$ cat src/rtl/hex_display_sched.sv
`default_nettype none
// ============================================================================
// Module   : hex_display_sched
// Purpose  : Scans DIGITS nibbles through one shared external hex decoder and
//            commits every glyph to HEX0..HEX7 in a single edge.
//            Optional macro BLANK_LEADING_ZERO_EN blanks leading-zero digits.
// Revision : 1.0 - initial release
// ============================================================================
module hex_display_sched #(
    parameter int DIGITS = 8
) (
    input  logic        clk,
    input  logic        rst_n,
    input  logic        load_valid,
    output logic        load_ready,
    input  logic [31:0] load_data,
    output logic [3:0]  nib_out,
    input  logic [6:0]  seg_in,
    output logic [6:0]  HEX0,
    output logic [6:0]  HEX1,
    output logic [6:0]  HEX2,
    output logic [6:0]  HEX3,
    output logic [6:0]  HEX4,
    output logic [6:0]  HEX5,
    output logic [6:0]  HEX6,
    output logic [6:0]  HEX7,
    output logic        done
);

    localparam logic [1:0] S_IDLE      = 2'd0;
    localparam logic [1:0] S_SCAN      = 2'd1;
    localparam logic [1:0] S_COMMIT    = 2'd2;
    localparam logic [6:0] GLYPH_ZERO  = 7'b1000000;
    localparam logic [2:0] LAST_IDX    = 3'(DIGITS - 1);
`ifdef BLANK_LEADING_ZERO_EN
    localparam logic [6:0] GLYPH_BLANK = 7'b1111111;
`endif

    logic [1:0]  state_q, state_d;
    logic [31:0] value_q, value_d;
    logic [2:0]  idx_q, idx_d;
    logic        done_q, done_d;
    logic [6:0]  shadow_q [8];
    logic [6:0]  shadow_d [8];
    logic [6:0]  hex_q [8];
    logic [6:0]  hex_d [8];
    logic        transfer;

    assign transfer = load_valid & load_ready;

    // State register
    always_ff @(posedge clk or negedge rst_n) begin
        if (!rst_n) begin
            state_q <= S_IDLE;
        end else begin
            state_q <= state_d;
        end
    end

    // Next-state logic
    always_comb begin
        state_d = state_q;
        case (state_q)
            S_IDLE:   if (transfer) state_d = S_SCAN;
            S_SCAN:   if (idx_q == LAST_IDX) state_d = S_COMMIT;
            S_COMMIT: state_d = S_IDLE;
            default:  state_d = S_IDLE;
        endcase
    end

    // FSM outputs
    always_comb begin
        load_ready = (state_q == S_IDLE);
        nib_out    = 4'h0;
        if (state_q == S_SCAN) begin
            nib_out = value_q[{idx_q, 2'b00} +: 4];
        end
    end

    // Datapath: capture, scan into shadow, commit shadow to the displays
    always_comb begin
`ifdef BLANK_LEADING_ZERO_EN
        logic lead_zero;
        lead_zero = 1'b1;
`endif
        value_d  = value_q;
        idx_d    = idx_q;
        done_d   = 1'b0;
        shadow_d = shadow_q;
        hex_d    = hex_q;
        if (transfer) begin
            value_d = load_data;
            idx_d   = 3'd0;
        end
        if (state_q == S_SCAN) begin
            shadow_d[idx_q] = seg_in;
            idx_d           = idx_q + 3'd1;
        end
        if (state_q == S_COMMIT) begin
            done_d = 1'b1;
            idx_d  = 3'd0;
            // Walk from the most significant scanned digit so the zero run is known
            for (int k = DIGITS - 1; k >= 0; k--) begin
                hex_d[k] = shadow_q[k];
`ifdef BLANK_LEADING_ZERO_EN
                lead_zero = lead_zero & (value_q[4*k +: 4] == 4'h0);
                if ((k != 0) && lead_zero) begin
                    hex_d[k] = GLYPH_BLANK;
                end
`endif
            end
        end
    end

    always_ff @(posedge clk or negedge rst_n) begin
        if (!rst_n) begin
            value_q <= '0;
            idx_q   <= '0;
            done_q  <= 1'b0;
            for (int k = 0; k < 8; k++) begin
                shadow_q[k] <= GLYPH_ZERO;
                hex_q[k]    <= GLYPH_ZERO;
            end
        end else begin
            value_q  <= value_d;
            idx_q    <= idx_d;
            done_q   <= done_d;
            shadow_q <= shadow_d;
            hex_q    <= hex_d;
        end
    end

    assign done = done_q;
    assign HEX0 = hex_q[0];
    assign HEX1 = hex_q[1];
    assign HEX2 = hex_q[2];
    assign HEX3 = hex_q[3];
    assign HEX4 = hex_q[4];
    assign HEX5 = hex_q[5];
    assign HEX6 = hex_q[6];
    assign HEX7 = hex_q[7];

endmodule
`default_nettype wire

$ cat config.mk
export PLATFORM = sky130hd
export DESIGN_NAME = hex_display_sched
export DESIGN_NICKNAME = d
export VERILOG_FILES = /design/src/rtl/hex_display_sched.sv
export SDC_FILE = /design/constraint.sdc
export NUM_CORES = 1
export LEC_CHECK = 0
export ABC_AREA = 0
export BUFFER_PORTS_ARGS = -buffer_cell sky130_fd_sc_hd__buf_2
export CAP_MARGIN = 30
export CORE_ASPECT_RATIO = 0.6
export CORE_MARGIN = 2
export CORE_UTILIZATION = 50
export DETAILED_ROUTE_END_ITERATION = 10
export GPL_TIMING_DRIVEN = 0
export PLACE_DENSITY = 0.73
export SETUP_SLACK_MARGIN = 0.3
export SLEW_MARGIN = 10
export SYNTH_ARGS = -nofsm -noshare
export SYNTH_HDL_FRONTEND = slang
export SYNTH_SLANG_ARGS = --single-unit
$ cat constraint.sdc
create_clock -name clk -period 1.52 [get_ports clk]
set_input_delay 0.152 -clock clk [delete_from_list [all_inputs] [get_ports clk]]
set_output_delay 0.152 -clock clk [all_outputs]
set_load 0.05 [all_outputs]
==> flow_summary.ini <==
[critical_path]
critPathArrivalTime_ns = 1.95
required_ns = 1.37
path_class = register to output pin
startpoint_type = register
cp-end-kind = output pin
crit_fanout = 10
r2r_slack_ns = -0.39

[clock_tree]
cts_num_sinks = 150
htreeDepth = 4
cts-buffers-inserted = 17
cts_root_buf = clkbuf_16
clk_pin_slew_ns = 0.07
cts_tree = done
cts_buffer_depth = 2
insertion_delay_ns = 0.43

[status]
status = complete, but fails checks
violations = setup timing

[sta]
fin_crit_ns = 2.11
fin_worst_skew_ns = 0.00858
worst_pin_slew_ns = 0.427
fmax_mhz = 475
finalWorstSetupSlack_ns = -0.587
slew_headroom_pct = 71.6
rsz0062_at_grt = true
setup-violations-final = 145
finalCritPeriodShare_pct = 139
final_max_slew_viol_count = 0
finalHoldViolCount = 0

[grt]
grt_pass1_vias = 4360
grt_overflow = 0
grt_use_total_pct = 27.8
grt_max_degree = 78
grt_pass1_wl_mm = 26.3
grt_antenna_before_repair = 1

[yosys]
yosysWarnings = 0
async_reset_ff_share_pct = 100
synth_edf_count = 0
ys.flop_type = dfrtp_1
ys_seq_area_share_pct = 62.7
synth_seq_cells = 150
syn_area_per_cell_um2 = 16.3
synth_fp_nets = 413
yosysUniqueCellTypes = 26
netlist_area_um2 = 6020
syn_inst = 369

[placed_design]
port_buffers = 103
gp_congestion = 0.753
placed_area_um2 = 7020
place_hpwl_mm = 8.65
dp.cells = 633
dp_slack_ns = -0.192

[layout]
finalNonFillerCells = 759
drive_gt1_share_pct = 69.6
fin_area_um2 = 9610
final_util_pct = 83.4
fin_nets = 629
fill_cells = 533
final_cell_mix = 132 x dfrtp_1, 125 x mux2_4, 50 x buf_2
syn2layout_area_growth_pct = 59.8
final_common_cell = dfrtp_1

[power_and_ir_drop]
leakagePower_nw = 4.71
design_power_total_mw = 23.0
power_density_nw_per_um2 = 2390
ir_drop_uv = 1240

[routing]
drtAntennaViolNets = 0
vias_per_cell = 5.50
wl_per_cell_um = 24.7
drc_errors = 0
drt_iter0_markers = 216
dr.pass1.iters = 8
num_vias = 4173
wirelength_mm = 18.7

[floorplan]
die_h_um = 89.0
die_w_um = 146
core_area_um2 = 11500
ios = 104
die_area_um2 = 13000
start_util_pct = 52.2
rows = 30

[job]
drv_cap = 0

[worst_hold_path]
hold_path_class = primary input to register
[synthesized netlist by cell type (3+ instances only)]
cell type | number | area share [%]
buf_4 | 5 | 0.62
nor2_1 | 3 | 0.19
mux2_1 | 3 | 0.56
mux2_2 | 143 | 27
mux2i_1 | 16 | 2.7
dfrtp_1 | 134 | 56
o22ai_1 | 8 | 0.83
nand2b_1 | 3 | 0.31
buf_6 | 3 | 0.56
nand2_1 | 3 | 0.19
nor3b_4 | 3 | 0.94
dfstp_2 | 16 | 7.0
o21a_1 | 4 | 0.50
buf_2 | 9 | 0.75
[metrics by stage]
stage | hold slack, ns | setup TNS [ns]
6_report | 0.130 | -25.29
5_1_grt | 0.126 | -28.00
4_1_cts | 0.0888 | -11.39
3_5_place_dp | 0.209 | -4.63
3_3_place_gp | 0.370 | -246.85
2_1_floorplan | -0.144 | -4.33
[cell type report]
| class | count | area (µm²) | share of cell area (%) |
|---|---|---|---|
| tap | 160 | 200 | 2.08 |
| clock buffer | 17 | 425 | 4.43 |
| multi-input combinational | 201 | 2820 | 29.3 |
| clock inverter | 15 | 171 | 1.78 |
| inverter | 1 | 3.75 | 0.0391 |
| buffer | 17 | 256 | 2.67 |
| timing repair buffer | 197 | 1960 | 20.4 |
| sequential | 150 | 3780 | 39.3 |
| antenna | 1 | 2.50 | 0.0260 |
[repair_timing]
item,in CTS,in global routing
cloned,7,0
setup buffers,42,11
hold buffers,33,0
endpoints found under the hold margin,101,0
setup endpoints to repair,161,271
pin swaps,11,7
gates resized for setup,192,76
[report_power, final]
group          internal [mW]  switching, mW
clock                   2.47           1.90
sequential              5.96           1.40
combinational           5.70           5.53
[critical path, cell delays in order, from the launching register on]
cell and delay (ns):
dfrtp_1 0.41, buf_6 0.15, buf_12 0.15, mux2i_4 0.19
o22ai_1 0.28, o21a_2 0.20, buf_6 0.15
[cells by family after synthesis]
family                   count (synthesis)  share of synthesized area, %
multiplexers                           162                          30.0
flip-flops                             150                          62.7
AND/OR/NAND/NOR                         22                          3.12
buffers and inverters                   18                          2.00
AO/OA/AOI/OAI                           15                          1.75
adder cells (fa/ha/maj)                  2                         0.416
[path summary, 6_finish.rpt]
check / endpoint / cells after the start / start
max reg2reg: shadow_q[7] / 9 / idx_q[0]
min: shadow_q[34] / 2 / seg_in[6]
min in group asynchronous: value_q[15] / 2 / rst_n
max in group asynchronous: HEX6[6] / 3 / rst_n
min reg2reg: HEX4[2] / 1 / HEX4[2]
max: nib_out[1] / 6 / idx_q[0]
[routing by layer]
layer	vias up	GRT usage [%]	wire length, µm
li1	1760	-	-
met1	2215	37.9	8330
met2	173	44.5	8930
met3	25	7.45	1200
met4	0	9.18	269
met5	-	0	0
[flip-flops by register name, summed over array words and instances (netlist names)]
| signal | count |
|---|---|
| shadow_q | 56 |
| value_q | 32 |
| HEX0 | 7 |
| HEX1 | 7 |
| HEX2 | 7 |
| HEX3 | 7 |
| HEX4 | 7 |
| HEX5 | 7 |
| HEX6 | 7 |
| HEX7 | 7 |
| idx_q | 3 |
| state_q | 2 |
| done | 1 |
Note: power is estimated with default switching activity, not from simulation.
